--- src/rtl/x2050roar_seq.sv ---
// ROS address sequencer: ROAR, break-in backup, routine-entry queue, ROSDR.
// Optional ROS parity checking is enabled by defining X2050_ROS_PARITY_EN.
module x2050roar_seq #(
    parameter int AW = 13,
    parameter int RW = 19,
    parameter int DEPTH = 4,
    parameter logic [AW-1:0] ROAR_INIT = '0
) (
    input  logic          i_clk,
    input  logic          i_reset,
    input  logic          i_ros_clock_on,
    input  logic [AW-1:0] i_next_addr,
    input  logic          i_gate_break_routine,
    input  logic          i_save_r,
    input  logic          i_break_out,
    input  logic          i_rtn_push,
    input  logic [AW-1:0] i_rtn_addr,
    output logic          o_routine_request,
    output logic          o_rtn_full,
    output logic [AW-1:0] o_ros_addr,
    input  logic [RW-1:0] i_ros_data,
`ifdef X2050_ROS_PARITY_EN
    input  logic          i_ros_par,
`endif
    output logic [AW-1:0] o_roar,
    output logic [AW-1:0] o_roar_backup,
    output logic [RW-1:0] o_rosdr,
    output logic [2:0]    o_err,
    output logic          o_par_err
);

    localparam int IW = $clog2(DEPTH);
    localparam logic [IW:0] FULL_CNT = (IW+1)'(DEPTH);

    logic [AW-1:0] roar;
    logic [AW-1:0] roar_inc;
    logic [AW-1:0] backup;
    logic          backup_valid;
    logic [AW-1:0] q_mem [DEPTH];
    logic [AW-1:0] head_addr;
    logic [IW-1:0] head;
    logic [IW-1:0] tail;
    logic [IW:0]   count;
    logic [IW:0]   count_next;
    logic [RW-1:0] sense;
    logic [2:0]    err;
    logic [2:0]    err_set;
    logic          q_empty;
    logic          q_full;
    logic          pop;
    logic          push_ok;
    logic          take_break;

    always_comb begin
        roar_inc   = roar + 1'b1;
        head_addr  = q_mem[head];
        q_empty    = (count == '0);
        q_full     = (count == FULL_CNT);
        // A same-cycle save_r wins over break_out, as does a gate.
        take_break = i_break_out && !i_gate_break_routine && !i_save_r;

        o_ros_addr = i_next_addr;
        if (i_reset)
            o_ros_addr = ROAR_INIT;
        else if (i_gate_break_routine)
            o_ros_addr = q_empty ? roar_inc : head_addr;
        else if (take_break)
            o_ros_addr = backup_valid ? backup : roar_inc;

        pop        = i_ros_clock_on && i_gate_break_routine && !q_empty;
        push_ok    = i_rtn_push && (!q_full || pop);
        count_next = count + (IW+1)'(push_ok) - (IW+1)'(pop);

        err_set    = '0;
        err_set[0] = i_rtn_push && q_full && !pop;
        err_set[1] = i_gate_break_routine && q_empty;
        err_set[2] = i_break_out && !i_gate_break_routine
                     && (i_save_r || !backup_valid);
    end

    always_ff @(posedge i_clk) begin
        if (i_reset) begin
            roar              <= ROAR_INIT;
            backup            <= '0;
            backup_valid      <= 1'b0;
            head              <= '0;
            tail              <= '0;
            count             <= '0;
            sense             <= '0;
            o_routine_request <= 1'b0;
            o_rtn_full        <= 1'b0;
            err               <= '0;
        end else begin
            // Pushes are accepted even while the ROS clock is stopped.
            if (push_ok) begin
                q_mem[tail] <= i_rtn_addr;
                tail        <= tail + 1'b1;
            end
            if (pop)
                head <= head + 1'b1;
            count             <= count_next;
            o_routine_request <= (count_next != '0);
            o_rtn_full        <= (count_next == FULL_CNT);
            if (i_ros_clock_on) begin
                roar  <= o_ros_addr;
                sense <= i_ros_data;
                err   <= err | err_set;
                if (i_save_r) begin
                    backup       <= roar;
                    backup_valid <= 1'b1;
                end else if (take_break) begin
                    backup_valid <= 1'b0;
                end
            end
        end
    end

`ifdef X2050_ROS_PARITY_EN
    logic par_err;

    // Odd parity over the word being latched; save cycles carry a blank word.
    always_ff @(posedge i_clk) begin
        if (i_reset)
            par_err <= 1'b0;
        else if (i_ros_clock_on && !i_save_r && !(^{i_ros_data, i_ros_par}))
            par_err <= 1'b1;
    end

    assign o_par_err = par_err;
`else
    assign o_par_err = 1'b0;
`endif

    assign o_roar        = roar;
    assign o_roar_backup = backup;
    assign o_rosdr       = i_save_r ? '0 : sense;
    assign o_err         = err;

endmodule

--- config.mk ---
export PLATFORM = sky130hd
export DESIGN_NAME = x2050roar_seq
export DESIGN_NICKNAME = d
export VERILOG_FILES = /design/src/rtl/x2050roar_seq.sv
export SDC_FILE = /design/constraint.sdc
export NUM_CORES = 1
export LEC_CHECK = 0
export CORE_MARGIN = 1.5
export CORE_UTILIZATION = 54
export CTS_CLUSTER_DIAMETER = 120
export DETAILED_ROUTE_END_ITERATION = 16
export GPL_ROUTABILITY_DRIVEN = 0
export PLACE_DENSITY = 0.83
export SETUP_SLACK_MARGIN = 0.05
export SLEW_MARGIN = 20
export SYNTH_ARGS = -nofsm -noshare
export SYNTH_HDL_FRONTEND = slang
export SYNTH_SLANG_ARGS = --single-unit
--- constraint.sdc ---
create_clock -name i_clk -period 5.7 [get_ports i_clk]
set_input_delay 0.57 -clock i_clk [delete_from_list [all_inputs] [get_ports i_clk]]
set_output_delay 0.57 -clock i_clk [all_outputs]
set_load 0.05 [all_outputs]
# Yosys cells after proc, flatten, opt, wreduce, memory -nomap -nowiden

Memories as Yosys holds them, arrays and structs flattened. A register that Yosys moved wholly into a read port is not among the register bits.
Index checks and enable logic that the tools add are counted.

Multipliers: 0
Add/sub/neg operators: 5
Muxes and demuxes: 13
Magnitude comparators: 0
Bitwise logic cells: 1
Reductions and logical operators: 22
Divide/modulo/power cells: 0
Eq/ne operators: 2
Shift operators: 0

Operator list:

| operator                                                        | number |
|---|---|
| 13-bit two-way mux                                              | 5 |
| 19-bit two-way mux                                              | 1 |
| 13-bit by 1-bit adder with 13-bit output, second input constant | 1 |
| 1-bit logical AND                                               | 9 |
| 3-bit equality test, second input constant                      | 2 |
| 1-bit zero test                                                 | 6 |
| 1-bit two-way mux                                               | 5 |
| 2-bit by 1-bit adder with 2-bit output, second input constant   | 2 |
| 2-bit two-way mux                                               | 2 |
| 2-bit AND reduction                                             | 2 |
| 3-bit by 1-bit adder with 3-bit output                          | 1 |
| 3-bit zero test                                                 | 1 |
| 3-bit bitwise OR                                                | 1 |
| 3-bit nonzero test                                              | 1 |
| 3-bit by 1-bit subtractor with 3-bit output                     | 1 |
| 1-bit logical OR                                                | 2 |
| 2-bit nonzero test                                              | 1 |

Output and inout bits: 64
Input bits: 52
Memories: 1
ROM bits: 0
Flip-flop bits (word level): 58
RAM bits: 52
Bits in latches: 0

Memories:

| name  | depth | bits a word | rd ports | clocked after memory_dff | write ports | line | source |
|---|---|---|---|---|---|---|---|
| q_mem | 4     | 13          | 1        | 1                        | 1           | 39   | `logic [AW-1:0] q_mem [DEPTH];` |

# Longest topological paths before layout

Word-level depth: 8
Depth in mapped cells: 11

# Worst setup path after synthesis

OpenSTA, ideal clock, no wires.

Kind: reg2out
Start point: register roar[0] (netlist: o_roar[0])
End point: output port o_ros_addr[12]
Slack: 2322 ps
Buffers on the path: 0
Data required time: 5130 ps
Cell stages (with the launch flop): 7
Arrival time: 2808 ps
Cells stage by stage: dfxtp_1 > ha_1 > nand4_1 > nor4_2 > xor2_1 > a311oi_1 > nor3_1

Longest elaborated chain between the ends: 5
Elaborated cells between the ends (all ways): 6
Those cells by class: add/sub: 1; mux: 5

RTL lines:

| item                                       | line | source |
|---|---|---|
| from (decl)                                | 35   | `logic [AW-1:0] roar;` |
| from (signal assigned)                     | 105  | `roar <= o_ros_addr;` |
| 13-bit by 1-bit adder with 13-bit output * | 55   | `roar_inc = roar + 1'b1;` |
| 13-bit two-way mux                         | 68   | `o_ros_addr = backup_valid ? backup : roar_inc;` |
| 13-bit two-way mux                         | 67   | `else if (take_break)` |
| 13-bit two-way mux *                       | 65   | `else if (i_gate_break_routine)` |
| 13-bit two-way mux *                       | 63   | `if (i_reset)` |
| to (decl)                                  | 20   | `output logic [AW-1:0] o_ros_addr,` |

Mark *: on every way between the ends. The rest lies on a longest branch, timed or not.

# Worst setup path after layout

Start point: input port i_save_r
End point: output port o_ros_addr[12]

Longest elaborated chain between the ends: 5

RTL lines:

| item               | line | source |
|---|---|---|
| from (decl)        | 14   | `input logic i_save_r,` |
| 1-bit zero test    | 60   | `take_break = i_break_out && !i_gate_break_routine && !i_save_r;` |
| 1-bit logical AND  | 60   |  |
| 13-bit two-way mux | 67   |  |
| 13-bit two-way mux | 65   |  |
| 13-bit two-way mux | 63   |  |

No other way between the ends.

==> results.cfg <==
[outcome]
status = complete, no violations

[yosys]
seq_area_frac_synth_pct = 53.9
synth-main-ff-cell = dfxtp_1
synth_top_area_share_pct = 30.4
synth_edf_count = 52
ys_types = 56
ys_ff_latch = 112
synthCells = 478
yosysWarnings = 0
syn_avg_cell_area_um2 = 10.7
synth_area_leaders = edfxtp_1 30%, dfxtp_1 23%, mux4_2 5.7%
synth_area_um2 = 5130
synthArstFlopShare_pct = 0
synthesis.nets = 538
synth_top_cell_by_area = edfxtp_1

[placed_design]
hpwl_um = 8720
placement.io_buffers = 114
dp_cells = 693

[die]
coreArea_um2 = 9240
rows = 35
die_w_um = 100
boundaryPins = 116
dieArea_um2 = 10100
die_h_um = 100
initial_core_util_pct = 55.5

[critical_path]
reg2regPathDepth = 10
cp.arrival_ns = 3.84
path_class = input pin to primary output
rr_endpoint = o_rtn_full
worst_setup_path_end_kind = primary output
critical-path-max-stage-delay_ns = 0.94
reg2reg_slack_ns = 2.69
critPathBufInv = 2
cp_top_family = buffers and inverters
rr_startpoint = count[2]
cp_data_required_time_ns = 5.13
cp_max_fo = 26
crit_path_cell_trace = clkdlybuf4s50_1, nor2b_1, nor2_1, nor2_1, a311oi_1, nor3_1, clkdlybuf4s50_1
slowest_stage = clkdlybuf4s50_1
start_kind = input pin

[power]
netSwitchingPower_w = 0.000789
switching_share_pct = 36.2
power.leakage_nw = 2.27
seqPwrFrac_pct = 45.3
clockPowerShare_pct = 22.4
p_per_area_nw_per_um2 = 335
p_comb_share_pct = 32.3
p_int_w = 0.00139
ir_drop_v = 0.000224

[cts]
cts.sinks = 112
cts_tree = built
clkTransAtPathRegs_ns = 0.10
cts-root-buf = clkbuf_8
clock_latency_ns = 0.37
postCtsSetupRepairBufs = 0
cts_made_buffers = 9
cts_max_level = 3
cts.path.max_buffers = 2
hold_buffers = 0
cts_resized = 0

[final_layout]
drive_above_1_share_pct = 7.07
nets = 635
final_cell_mix = 113 x clkdlybuf4s50_1, 60 x dfxtp_1, 57 x nor2_1, 52 x edfxtp_1, 48 x nand2_1
syn_to_final_growth_pct = 26.9
final_cells = 709
antenna_cells = 0
final_util_pct = 70.4
nFillCells = 690
final_common_cell = clkdlybuf4s50_1

[sta]
finalHoldViolCount = 0
max_freq_ghz = 0.227
tightest_slew_ns = 1.03
final_max_slew_viol_count = 0
tns_ns = 0
slew_headroom_pct = 31.3
rsz0062_at_grt = no
setup_viol = 0
layout_min_cycle_time_ns = 4.41
finClkSkew_ns = 0.0126
finalCritPeriodShare_pct = 77.4

[global_route]
antenna_found_initial = 0
grt_pass1_vias = 3944
grt_max_degree = 50
grt.overflow.total = 0
gr-usage-all-layers_pct = 25.4
grt_pass1_wl_um = 19700

[drt]
vias = 4022
antenna_left = 0
routedWlPerCell_um = 17.5
avgViaCountPerCell = 5.67
drc = 0
routed_wl_um = 12400
drt_iter0_markers = 253
drtPass1Iterations = 5

[worst_hold_path]
min_path_cells = 2
hold_start = o_roar_backup[0]
hold_end = o_roar_backup[0]
hp-class = flop to flop

[run]
cap_violations = 0
-- registers in the layout, indices dropped and copies added (netlist names), named ones only --
| name | flops |
|---|---|
| tail | 2 |
| count | 3 |
| head | 2 |
| sense | 19 |
| o_roar_backup | 13 |
| o_err | 3 |
| o_roar | 13 |
| q_mem | 52 |
| o_rtn_full | 1 |
| o_routine_request | 1 |
| backup_valid | 1 |
-- power groups by stage --
| stage | registers [W] | clock network, W | logic, W |
|---|---|---|---|
| CTS | 0.000987 | 0.000493 | 0.000702 |
| global route | 0.00100 | 0.000527 | 0.000754 |
| floorplan | 0.00107 | 0 | 0.000411 |
| detailed placement | 0.00101 | 0 | 0.000698 |
| global placement | 0.000999 | 0 | 0.000683 |
| finish | 0.000987 | 0.000489 | 0.000705 |
-- worst min-delay path, delay by kind of cell, from the launching register on --
family	cells	cell delay, ns
AND/OR/NAND/NOR	1	0.06
AO/OA/AOI/OAI	1	0.05
flip-flops	1	0.34
-- layout make-up --
cell class	count	area [um2]	area share (%)
clock buffers	10	128	1.96
clock inverters	6	77.6	1.19
inverters	12	45.0	0.692
multi-input cells	324	2180	33.5
flip-flops and latches	112	2760	42.5
well taps	129	161	2.48
repair buffers	116	1150	17.7
-- cells in the mapped netlist (3+ instances only) --
library cell / number
nor2_1: 57
nor3b_1: 3
mux4_2: 13
nor2b_1: 22
nor3_1: 7
o22ai_1: 10
buf_2: 6
inv_1: 12
o221ai_1: 4
a31oi_1: 4
o21ai_0: 11
and2_1: 4
o21ai_1: 4
edfxtp_1: 52
nand2b_1: 17
ha_1: 7
or2b_1: 3
xnor2_1: 8
dfxtp_1: 60
nand3_1: 9
or3_1: 3
mux2i_1: 21
a21oi_1: 30
buf_4: 3
xor2_1: 4
nand2_1: 48
clkbuf_1: 19
o32ai_1: 3
-- routing by layer --
| layer | global-route usage [%] | up-vias | routed length, um |
|---|---|---|---|
| met5 | 0 | - | 0 |
| met4 | 8.78 | 0 | 221 |
| met3 | 4.44 | 19 | 812 |
| met2 | 44.2 | 168 | 6130 |
| met1 | 32.0 | 1941 | 5240 |
| li1 | - | 1894 | - |
-- worst max-delay path by stage --
stage	slack [ns]	start	end	cells after the start
after floorplan	2.32	o_roar[0]	o_ros_addr[12]	6
after global placement	1.38	i_save_r	o_ros_addr[9]	7
after detailed placement	1.32	i_save_r	o_ros_addr[9]	7
after CTS	1.30	i_save_r	o_ros_addr[9]	7
after global routing	1.10	i_save_r	o_ros_addr[9]	7
final	1.29	i_save_r	o_ros_addr[12]	7
-- through the flow --
stage | hold slack [ns] | power [W] | area, um2 | setup WS, ns
final | 0.485 | 0.00218 | 6510 | 1.29
after detailed placement | 0.469 | 0.00170 | 6300 | 1.32
after global routing | 0.507 | 0.00228 | 6510 | 1.10
after floorplan | 0.452 | 0.00148 | 5130 | 2.32
after global placement | 0.456 | 0.00168 | 6300 | 1.38
after CTS | 0.486 | 0.00218 | 6510 | 1.30
-- logic make-up after synthesis --
kind of cell               count (synthesis)  synth area share, %
AOI/OAI and AO/OA                         80                 9.73
xor gates and xnor gates                  12                 2.05
adders and majority gates                  8                 2.10
buffers and inverters                     42                 3.59
DFF                                      112                 53.9
muxes                                     35                 10.0
other                                      1               0.0731
and+or+nand+nor                          188                 18.6
No activity file was read; power rests on OpenSTA's default activity.
==> variant: new RTL, config.mk and constraints unchanged <==
The parameter `AW` goes from 13 to 11.
--- a/src/rtl/x2050roar_seq.sv
+++ b/src/rtl/x2050roar_seq.sv
@@ -3,3 +3,3 @@
 module x2050roar_seq #(
-    parameter int AW = 13,
+    parameter int AW = 11,
     parameter int RW = 19,
Ports: changed (5 resized); port bits go from 116 to 106. The function was not compared with the original's and may differ.
==> variant against the unedited design <==
  * Total power down 8.8%
  * Critical path depth unchanged
  * Sequential cell count fell by 12
  * Synthesized area shrank 9.9%
  * Routed wire length shrank 13%
  * Worst setup slack lost 0.018 ns
  * Worst hold slack got worse by 0.0091 ns
  * Cell area is 10% lower
  * Largest power group unchanged
==> variant: results (changes against the unedited design) <==
[outcome]
status=completed  ; unchanged

[final_layout]
clkCellAreaFrac=0.0346  ; was 0.0315
multi_input_gates=284  ; was 324
nets=568  ; was 635
final-nonclk-buf-share=0.178  ; was 0.177
nClkBuffers=9  ; was 10
buffers=106  ; was 116
final_cells=622  ; was 709
reg.largest.list=q_mem (44), sense (19)  ; was q_mem (52), sense (19)
inverters=11  ; was 12

[global_routing]
grtUsageTotal=0.245  ; was 0.254
grt_pass1_wl_mm=16.7  ; was 19.7 mm
grt_max_degree=44  ; was 50

[logic_synthesis]
synth_edf_count=44  ; was 52
synth_seq_cells=100  ; was 112
synthMuxAreaShare=0.101  ; was 0.100
syn-num-nets=479  ; was 538
ys_types=57  ; was 56
yosys-top-cells-area=edfxtp_1 29%, dfxtp_1 24%, mux4_2 5.4%  ; was edfxtp_1 30%, dfxtp_1 23%, mux4_2 5.7%

[drt]
wl_per_cell_um=17.3  ; was 17.5 µm
vias=3515  ; was 4022

[setup_path]
max_stage_delay_ns=0.88  ; was 0.94 ns
crit_arrival_ns=3.86  ; was 3.84 ns

[placed_design]
portBuffers=104  ; was 114
dp_cells=606  ; was 693
dpl_cell_area_um2=5660  ; was 6300 µm²

[power]
ir_drop_uv=191  ; was 224 µV

## variant: changes by cell type after synthesis, moves of 4 or more
cell | before | now
a211oi_1 | 2 | 6
a21oi_1 | 30 | 23
clkbuf_1 | 19 | 14
dfxtp_1 | 60 | 56
edfxtp_1 | 52 | 44
nand2_1 | 48 | 39
nand2b_1 | 17 | 9
nor2_1 | 57 | 47
o21ai_1 | 4 | 0
o22ai_1 | 10 | 5
## variant: final timing paths
kind             from            end  slack [ns]  depth (start not counted)
min          o_err[2]       o_err[2]        0.48                          1
max reg2reg  count[0]     o_rtn_full        3.08                         10
min reg2reg  o_err[2]       o_err[2]        0.48                          1
max          i_save_r  o_ros_addr[3]        1.27                          7
## variant: power by group through the flow
| stage | logic, W | clock network (W) | registers [W] |
|---|---|---|---|
| CTS | 0.000663 | 0.000452 | 0.000879 |
| finish | 0.000664 | 0.000444 | 0.000880 |
| global placement | 0.000647 | 0 | 0.000891 |
| floorplan | 0.000410 | 0 | 0.000950 |
| detailed placement | 0.000659 | 0 | 0.000895 |
| global route | 0.000709 | 0.000481 | 0.000889 |
## variant: logic make-up after synthesis
group | after synthesis
XOR/XNOR | 12
AND/OR/NAND/NOR | 157
adder cells (fa/ha/maj) | 8
buffers and inverters | 39
other | 1
flip-flops | 100
AO/OA/AOI/OAI | 73
multiplexers | 33
## variant: routing by layer
| layer | GRT usage | vias to the layer above | routed length [µm] |
|---|---|---|---|
| met5 | 0 | - | 0 |
| met4 | 0.0895 | 0 | 148 |
| met3 | 0.0359 | 16 | 599 |
| met2 | 0.407 | 144 | 5480 |
| met1 | 0.325 | 1681 | 4510 |
| li1 | - | 1674 | - |
